<file path="src/rtl/iir_fold_sched_pkg.sv">
// Shared encodings for the folded 2nd-order IIR scheduler: FSM states and tap indices.
package iir_fold_pkg;

  typedef enum logic [1:0] {
    ST_IDLE = 2'd0,
    ST_MAC  = 2'd1,
    ST_WB   = 2'd2,
    ST_HOLD = 2'd3
  } state_t;

  // Product order inside one output sample
  localparam int TAP_B0   = 0;  // b0 * x[n]
  localparam int TAP_B1   = 1;  // b1 * x[n-1]
  localparam int TAP_B2   = 2;  // b2 * x[n-2]
  localparam int TAP_A1   = 3;  // -a1 * y[n-1]
  localparam int TAP_A2   = 4;  // -a2 * y[n-2]
  localparam int IIR_TAPS = 5;

endpackage

</file>
<file path="src/rtl/iir_fold_sched_if.sv">
// Sample-in / result-out handshake between the source, the scheduler and the sink.
interface iir_fold_sched_if;
  logic in_valid;
  logic in_ready;
  logic out_valid;
  logic out_ready;

  // Source/sink side: offers samples, accepts results
  modport master (output in_valid, output out_ready, input in_ready, input out_valid);
  // Scheduler side
  modport slave  (input in_valid, input out_ready, output in_ready, output out_valid);
endinterface

</file>
<file path="src/rtl/iir_fold_sched_step.sv">
// Mod-TAPS step counter that walks the shared MAC through the products of one sample.
module fold_step_counter #(
  parameter int TAPS   = 5,
  parameter int STEP_W = 3
) (
  input  logic              clk,
  input  logic              rst,   // asynchronous, active low
  input  logic              clr,
  input  logic              en,
  output logic [STEP_W-1:0] step,
  output logic              last
);

  logic [STEP_W-1:0] step_reg;

  assign step = step_reg;
  assign last = (step_reg == STEP_W'(TAPS - 1));

  // Clear has priority over counting; the last step wraps back to zero
  always_ff @(posedge clk or negedge rst) begin
    if (!rst) begin
      step_reg <= '0;
    end else if (clr) begin
      step_reg <= '0;
    end else if (en) begin
      step_reg <= last ? '0 : step_reg + 1'b1;
    end
  end

endmodule

</file>
<file path="src/rtl/iir_fold_sched.sv">
// Control FSM of the folded 2nd-order IIR: sequences one shared MAC over the five
// products of each output sample and drives the datapath strobes and handshakes.
// No sample data passes through here.
module iir_fold_sched
  import iir_fold_pkg::*;
#(
  parameter int TAPS   = IIR_TAPS,
  parameter int STEP_W = 3,
  parameter int CNT_W  = 16
) (
  input  logic              clk,
  input  logic              rst,          // asynchronous, active low
  iir_fold_sched_if.slave   hs,
  input  logic              flush,
  output logic              sample_load,
  output logic [STEP_W-1:0] tap_sel,
  output logic              acc_clr,
  output logic              acc_en,
  output logic              out_load,
  output logic              hist_shift,
  output logic              hist_clr,
  output logic              busy,
  output logic [CNT_W-1:0]  sample_cnt
);

  state_t            state_reg;
  state_t            state_next;
  logic [STEP_W-1:0] step;
  logic              step_last;
  logic              step_clr;
  logic              step_en;
  logic              cnt_inc;
  logic              in_ready_c;
  logic              out_valid_c;
  logic [CNT_W-1:0]  sample_cnt_reg;

  fold_step_counter #(
    .TAPS   (TAPS),
    .STEP_W (STEP_W)
  ) u_step (
    .clk  (clk),
    .rst  (rst),
    .clr  (step_clr),
    .en   (step_en),
    .step (step),
    .last (step_last)
  );

  // State register
  always_ff @(posedge clk or negedge rst) begin
    if (!rst) begin
      state_reg <= ST_IDLE;
    end else begin
      state_reg <= state_next;
    end
  end

  // Next state and strobe decode; flush overrides everything and only clears history
  always_comb begin
    state_next  = state_reg;
    in_ready_c  = 1'b0;
    out_valid_c = 1'b0;
    sample_load = 1'b0;
    tap_sel     = '0;
    acc_clr     = 1'b0;
    acc_en      = 1'b0;
    out_load    = 1'b0;
    hist_shift  = 1'b0;
    hist_clr    = 1'b0;
    step_clr    = 1'b0;
    step_en     = 1'b0;
    cnt_inc     = 1'b0;
    if (flush) begin
      state_next = ST_IDLE;
      hist_clr   = 1'b1;
      step_clr   = 1'b1;
    end else begin
      case (state_reg)
        ST_IDLE: begin
          in_ready_c  = 1'b1;
          sample_load = hs.in_valid;
          if (hs.in_valid) begin
            step_clr   = 1'b1;
            state_next = ST_MAC;
          end
        end
        ST_MAC: begin
          acc_en  = 1'b1;
          tap_sel = step;
          acc_clr = (step == '0);
          step_en = 1'b1;       // counter wraps to 0 on the last product
          if (step_last) begin
            state_next = ST_WB;
          end
        end
        ST_WB: begin
          out_load   = 1'b1;
          hist_shift = 1'b1;
          state_next = ST_HOLD;
        end
        ST_HOLD: begin
          out_valid_c = 1'b1;
          if (hs.out_ready) begin
            cnt_inc    = 1'b1;
            state_next = ST_IDLE;
          end
        end
        default: begin
          state_next = ST_IDLE;
        end
      endcase
    end
  end

  // Completed-output counter; free-running wrap, untouched by flush
  always_ff @(posedge clk or negedge rst) begin
    if (!rst) begin
      sample_cnt_reg <= '0;
    end else if (cnt_inc) begin
      sample_cnt_reg <= sample_cnt_reg + 1'b1;
    end
  end

  assign hs.in_ready  = in_ready_c;
  assign hs.out_valid = out_valid_c;
  assign busy         = (state_reg != ST_IDLE);
  assign sample_cnt   = sample_cnt_reg;

endmodule

</file>
<file path="src/flat_wrapper.sv">
// flat-port wrapper written by rule: the top's interface ports become plain ports
module iir_fold_sched_flat import iir_fold_pkg::*;
#(
  parameter int TAPS   = IIR_TAPS,
  parameter int STEP_W = 3,
  parameter int CNT_W  = 16
)
  (clk, rst, flush, sample_load, tap_sel, acc_clr, acc_en, out_load, hist_shift, hist_clr, busy, sample_cnt, hs_in_valid, hs_out_ready, hs_in_ready, hs_out_valid);
  iir_fold_sched_if hs_i ();
  input  logic clk;
  input  logic rst;
  input  logic flush;
  output logic sample_load;
  output logic [STEP_W-1:0] tap_sel;
  output logic acc_clr;
  output logic acc_en;
  output logic out_load;
  output logic hist_shift;
  output logic hist_clr;
  output logic busy;
  output logic [CNT_W-1:0] sample_cnt;
  input wire logic [$bits(hs_i.in_valid)-1:0] hs_in_valid;
  input wire logic [$bits(hs_i.out_ready)-1:0] hs_out_ready;
  output wire logic [$bits(hs_i.in_ready)-1:0] hs_in_ready;
  output wire logic [$bits(hs_i.out_valid)-1:0] hs_out_valid;
  assign hs_i.in_valid = hs_in_valid;
  assign hs_i.out_ready = hs_out_ready;
  assign hs_in_ready = hs_i.in_ready;
  assign hs_out_valid = hs_i.out_valid;
  iir_fold_sched #(.TAPS(TAPS), .STEP_W(STEP_W), .CNT_W(CNT_W)) u_core (.clk(clk), .rst(rst), .hs(hs_i), .flush(flush), .sample_load(sample_load), .tap_sel(tap_sel), .acc_clr(acc_clr), .acc_en(acc_en), .out_load(out_load), .hist_shift(hist_shift), .hist_clr(hist_clr), .busy(busy), .sample_cnt(sample_cnt));
endmodule
</file>
<file path="config.mk">
export PLATFORM = sky130hd
export DESIGN_NAME = iir_fold_sched_flat
export DESIGN_NICKNAME = d
export VERILOG_FILES = /design/src/rtl/iir_fold_sched_pkg.sv /design/src/rtl/iir_fold_sched_if.sv /design/src/rtl/iir_fold_sched_step.sv /design/src/rtl/iir_fold_sched.sv /design/src/flat_wrapper.sv
export SDC_FILE = /design/constraint.sdc
export NUM_CORES = 1
export LEC_CHECK = 0
export BUFFER_PORTS_ARGS = -buffer_cell sky130_fd_sc_hd__buf_2
export CORE_MARGIN = 2
export CORE_UTILIZATION = 45
export DETAILED_ROUTE_END_ITERATION = 10
export GPL_ROUTABILITY_DRIVEN = 0
export PLACE_DENSITY = 0.78
export SYNTH_ARGS = -nofsm -noshare
export SYNTH_HDL_FRONTEND = slang
export SYNTH_SLANG_ARGS = --single-unit
</file>
<file path="constraint.sdc">
create_clock -name clk -period 3.8 [get_ports clk]
set_clock_uncertainty 0.15 [all_clocks]
set_input_delay 0.19 -clock clk [delete_from_list [all_inputs] [get_ports clk]]
set_output_delay 0.19 -clock clk [all_outputs]
set_load 0.01 [all_outputs]
</file>
# Word-level counts from Yosys, hierarchy flattened

Index checks and enable logic that the tools add are counted.

Logic and storage cells: 46
Output and inout bits: 28
Flip-flop bits (word level): 21
Input bits: 5

$add $sub $neg: 2
Mux-type cells: 29
Eq/ne operators: 7
Reduce and logical (&&, ||, !) cells: 5

Operators by type and width:

| cell                                           | count |
|---|---|
| 2-to-1 mux 1 bit                               | 19 |
| adder 16 x 1 -> 16 bit (second input constant) | 1 |
| 2-to-1 mux 3 bit                               | 5 |
| inequality test 3 bit (second input constant)  | 3 |
| 2-to-1 mux 2 bit                               | 4 |
| one-hot mux 2 bit (4 select lines)             | 1 |
| == test 2 bit (second input constant)          | 2 |
| nonzero test 2 bit                             | 2 |
| adder 3 x 1 -> 3 bit (second input constant)   | 1 |
| == test 3 bit (second input constant)          | 1 |
| zero test 3 bit                                | 1 |
| AND reduction 3 bit                            | 1 |
| == test 2 x 1 -> 1 bit (second input constant) | 1 |
| zero test 2 bit                                | 1 |

# Logic depth before layout (Yosys ltp)

Depth after elaboration: 5
Mapped depth: 6
Depth with buffers taken out: 6

# By module

Synthesis repeated with hierarchy kept, for this count alone.

Cells, all modules: 105
Area, all modules: 1149.9 um2

By module, submodules not included:

| module            | area each (um2) | times used | cells an instance | seq. area each (um2) |
|---|---|---|---|---|
| iir_fold_sched    | 979.7           | 1          | 88                | 450.4 |
| fold_step_counter | 170.2           | 1          | 17                | 75.1 |

# Least setup slack after synthesis

OpenSTA, ideal clock, no wires.

Path kind: register to register
Start point: register u_core.state_reg[0]
End point: register u_core.state_reg[1]
Clock period less this slack: 1.663 ns
Cell stages (with the launch flop): 6
Buffers on the path: 0
Path slack: 2.137 ns
Arrival: 1.394 ns
Cells stage by stage: dfrtp_1 -> inv_1 -> ha_1 -> a222oi_1 -> mux2i_1 -> nor2_1

Cells in the longest elaborated chain, start to end: 3
Elaborated cells between the ends (all ways): 10

RTL lines:

| element                                                                     | line                 | source |
|---|---|---|
| start, declared                                                             | iir_fold_sched.sv:26 | `state_t state_reg;` |
| start signal, assigned                                                      | iir_fold_sched.sv:54 | `state_reg <= state_next;` |
| == test 2 bit, or another cell as far along                                 | iir_fold_sched.sv:78 | `case (state_reg)` |
| one-hot mux 2 bit (4 select lines) or inequality test 3 bit (tied branches) | -                    |  |
| 2-to-1 mux 2 bit or AND reduction 3 bit (tied branches)                     | -                    |  |

Parallel ways exist; a longest one is shown, timed or not.
A chain may end at the register's enable or synchronous reset.

# Worst setup path after layout

Start point: register u_core.state_reg[1]
End point: output port tap_sel[2]

Cells in the longest elaborated chain, start to end: 3

RTL lines:

| element                | line                 | source |
|---|---|---|
| == test 2 x 1 -> 1 bit | iir_fold_sched.sv:78 |  |
| 2-to-1 mux 3 bit       | iir_fold_sched.sv:78 |  |
| 2-to-1 mux 3 bit       | iir_fold_sched.sv:73 | `if (flush) begin` |
| end, declared          | flat_wrapper.sv:14   | `output logic [STEP_W-1:0] tap_sel;` |

No other way between the ends.

==> flow_metrics.env <==
export IMPL_min_period_ns=1.975
export IMPL_synth_async_reset_ratio=1.000
export IMPL_ys_flop_type="dfrtp_1"
export IMPL_syn_inst=111
export IMPL_clk_path_buf_depth=2
export IMPL_gr_total_overflow=0
export IMPL_cp_max_fo=5
export IMPL_dp_hpwl_um=1659
export IMPL_power_uw=555.7
export IMPL_cts_root_buf="clkbuf_4"
export IMPL_die_x_um=54.58
export IMPL_yosys_area_top_type="dfrtp_1"
export IMPL_clkTransAtPathRegs_ns=0.12
export IMPL_fp_dieH_um=54.58
export IMPL_syn2layout_area_growth_pct=19.02
export IMPL_synth_edf_count=0
export IMPL_worst_pin_slew_ns=0.5359
export IMPL_ir_drop_mv=0.3859
export IMPL_wl_um=2233
export IMPL_min_path_cells=3
export IMPL_slew_violations=0
export IMPL_avgViaCountPerCell=4.909
export IMPL_ys_seq_area_frac=0.4565
export IMPL_required_ns=3.46
export IMPL_path_class="reg -> out"
export IMPL_grt_pass1_wl_um=3684
export IMPL_max_cap_violations=0
export IMPL_dr_pass1_iters=4
export IMPL_synth_avg_cell_area_sq_um=10.37
export IMPL_worst_hold_slack_ns=0.04118
export IMPL_r2r_cells=5
export IMPL_grt_antenna_before_repair=0
export IMPL_sw_frac_of_total=0.3498
export IMPL_wl_per_cell_um=12.69
export IMPL_leakagePower_nw=0.7659
export IMPL_r2r_end="u_core.state_reg[1]"
export IMPL_synthMostInstantiatedCell="dfrtp_1"
export IMPL_start_util=0.4689
export IMPL_final_cell_area_sq_um=1370
export IMPL_ys_top_cells_by_count="dfrtp_1 (21), nor2_1 (14), inv_1 (11)"
export IMPL_finalSetupTns_ns=0
export IMPL_ant_nets=0
export IMPL_cts_buffers=3
export IMPL_hp_class="in -> reg"
export IMPL_multi_input_area_sq_um=558.0
export IMPL_pwr_share_clk=0.199
export IMPL_synth_top_cell_area_share=0.4565
export IMPL_core_rowCount=18
export IMPL_ys_types=28
export IMPL_grt_util_all_layers=0.1740
export IMPL_dpl_instance_area_sq_um=1323
export IMPL_dp_slack_ns=1.980
export IMPL_start_kind="flip-flop"
export IMPL_power_density_nw_per_um2=405.6
export IMPL_num_io_pins=33
export IMPL_cts_tree="built"
export IMPL_p_seq_frac=0.476
export IMPL_fmaxAchievable_mhz=506.4
export IMPL_combPwrFrac=0.325
export IMPL_seq_area_sq_um=525.5
export IMPL_finalSetupViolCount=0
export IMPL_fill_cells=226
export IMPL_rsz0062_at_grt="false"
export IMPL_grt_pass1_vias=832
export IMPL_cts_sinks=21
export IMPL_synth_nets=123
export IMPL_hold_end="u_core.sample_cnt[2]"
export IMPL_drcViolationCount=0
export IMPL_timing_rr_start="u_core.state_reg[0]"
export IMPL_fin_nets=159
export IMPL_syn_cell_area_sq_um=1151
export IMPL_hold_viol=0
export IMPL_drive_gt1_frac=0.2877
export IMPL_netSwitchingPower_uw=194.4
export IMPL_port_buffers=32
export IMPL_grt_busiest_layer="met2"
export IMPL_clk_latency_ns=0.31
export IMPL_use_met1=0.2215
export IMPL_ctsHtreeMaxLevel=1
export IMPL_use_met2=0.2912
export IMPL_status="complete, no violations"
export IMPL_intPower_uw=361.3
export IMPL_yosys_register_bits=21
export IMPL_cts_resized=0
export IMPL_grt_max_degree=22
export IMPL_r2r_setup_slack_ns=1.93
export IMPL_min_period_over_period=0.5196
export IMPL_crit_path_end_kind="output pin"
export IMPL_antenna_cells=0
export IMPL_die_area_sq_um=2978
export IMPL_largest_reg_flops=16
export IMPL_drt_iter0_drc=12
export IMPL_setup_slack_ns=1.825
export IMPL_slew_headroom=0.6428
export IMPL_num_vias=864
export IMPL_global_route_usage_met3=0.06011
export IMPL_arrival_ns=1.63
export IMPL_core_sq_um=2455
export IMPL_min_from="hs_out_ready"
export IMPL_ys_warn_count=0
export IMPL_cts_setup_buffers=0
export IMPL_yosys_top_cells_area="dfrtp_1 (46%), ha_1 (7.6%), xnor2_1 (6.1%), xor2_1 (6.1%), nor2_1 (4.6%)"
[cell usage in the layout, fill, tap and decap left out]
cell and count:
nand3_1 6, nor2_1 14, buf_2 32, nor3_1 3, nand4_1 1, nor2b_1 2
nand2_1 8, nor4_4 1, dlygate4sd3_1 2, xnor2_1 8, nand2b_1 2, clkbuf_4 3
and4_1 1, inv_1 11, xor2_1 8, nor3b_1 1, mux2_2 1, nor3b_2 1
mux2i_1 2, nand4_4 1, ha_1 7, nand4_2 1, a222oi_1 1, and2_1 2
dfrtp_1 21, o21ai_0 1, a21oi_1 2, clkinv_2 1, a21o_1 1, and4b_2 1
[metrics by stage]
step,utilization,cells
final,0.5581,176
after global routing,0.5581,176
after CTS,0.5581,176
after detailed placement,0.5387,170
after global placement,0.5387,170
after floorplan,-,111
[cell type report]
cell class	instances	area share
multi-input combinational	76	0.4073
sequential	21	0.3836
timing repair buffer	34	0.1315
inverter	11	0.03014
tap	30	0.02740
clock buffer	3	0.01644
clock inverter	1	0.003653
[worst max-delay path, stage by stage (launching register included)]
cell,delay [ns]
dfrtp_1,0.44
inv_1,0.10
ha_1,0.27
nand2b_1,0.15
inv_1,0.12
and2_1,0.13
buf_2,0.12
[cell families (layout without fill, tap and decap cells)]
group                      count (synthesis)  after routing  share of synthesized area
AOI/OAI and AO/OA                          5              5                    0.02826
xor gates and xnor gates                  16             16                     0.1217
adders and majority gates                  7              7                    0.07608
buffers and inverters                     14             49                    0.05869
DFF                                       21             21                     0.4565
muxes                                      3              3                    0.02717
and+or+nand+nor                           45             45                     0.2315
[worst max path at each step]
stage / end / slack, ns / depth (start not counted) / startpoint
after global placement: u_core.state_reg[1] / 2.10 / 5 / u_core.state_reg[0]
after floorplan: u_core.state_reg[1] / 2.14 / 5 / u_core.state_reg[0]
after global routing: acc_clr / 1.69 / 5 / u_core.state_reg[1]
after detailed placement: u_core.state_reg[1] / 1.98 / 5 / u_core.state_reg[0]
final: tap_sel[2] / 1.83 / 6 / u_core.state_reg[1]
after CTS: tap_sel[2] / 1.84 / 6 / u_core.state_reg[1]
[power by group through the flow]
| stage | Clock (mW) | Combinational, mW | Sequential, mW |
|---|---|---|---|
| 2_1_floorplan | 0 | 0.118 | 0.270 |
| 3_3_place_gp | 0 | 0.170 | 0.267 |
| 3_5_place_dp | 0 | 0.177 | 0.269 |
| 4_1_cts | 0.115 | 0.181 | 0.265 |
| 5_1_grt | 0.128 | 0.202 | 0.269 |
| 6_report | 0.110 | 0.181 | 0.265 |
[layer usage]
metal | share of wire | wire, um
met1 | 0.47 | 1051
met5 | 0 | 0
met4 | 0 | 0
met2 | 0.45 | 1009
met3 | 0.077 | 172
[what timing repair did]
| action | 4_1_cts | 5_1_grt |
|---|---|---|
| hold buffers | 2 | 0 |
| setup endpoints to repair | 0 | 0 |
| endpoints found under the hold margin | 23 | 0 |
No activity file was read; power rests on OpenSTA's default activity.
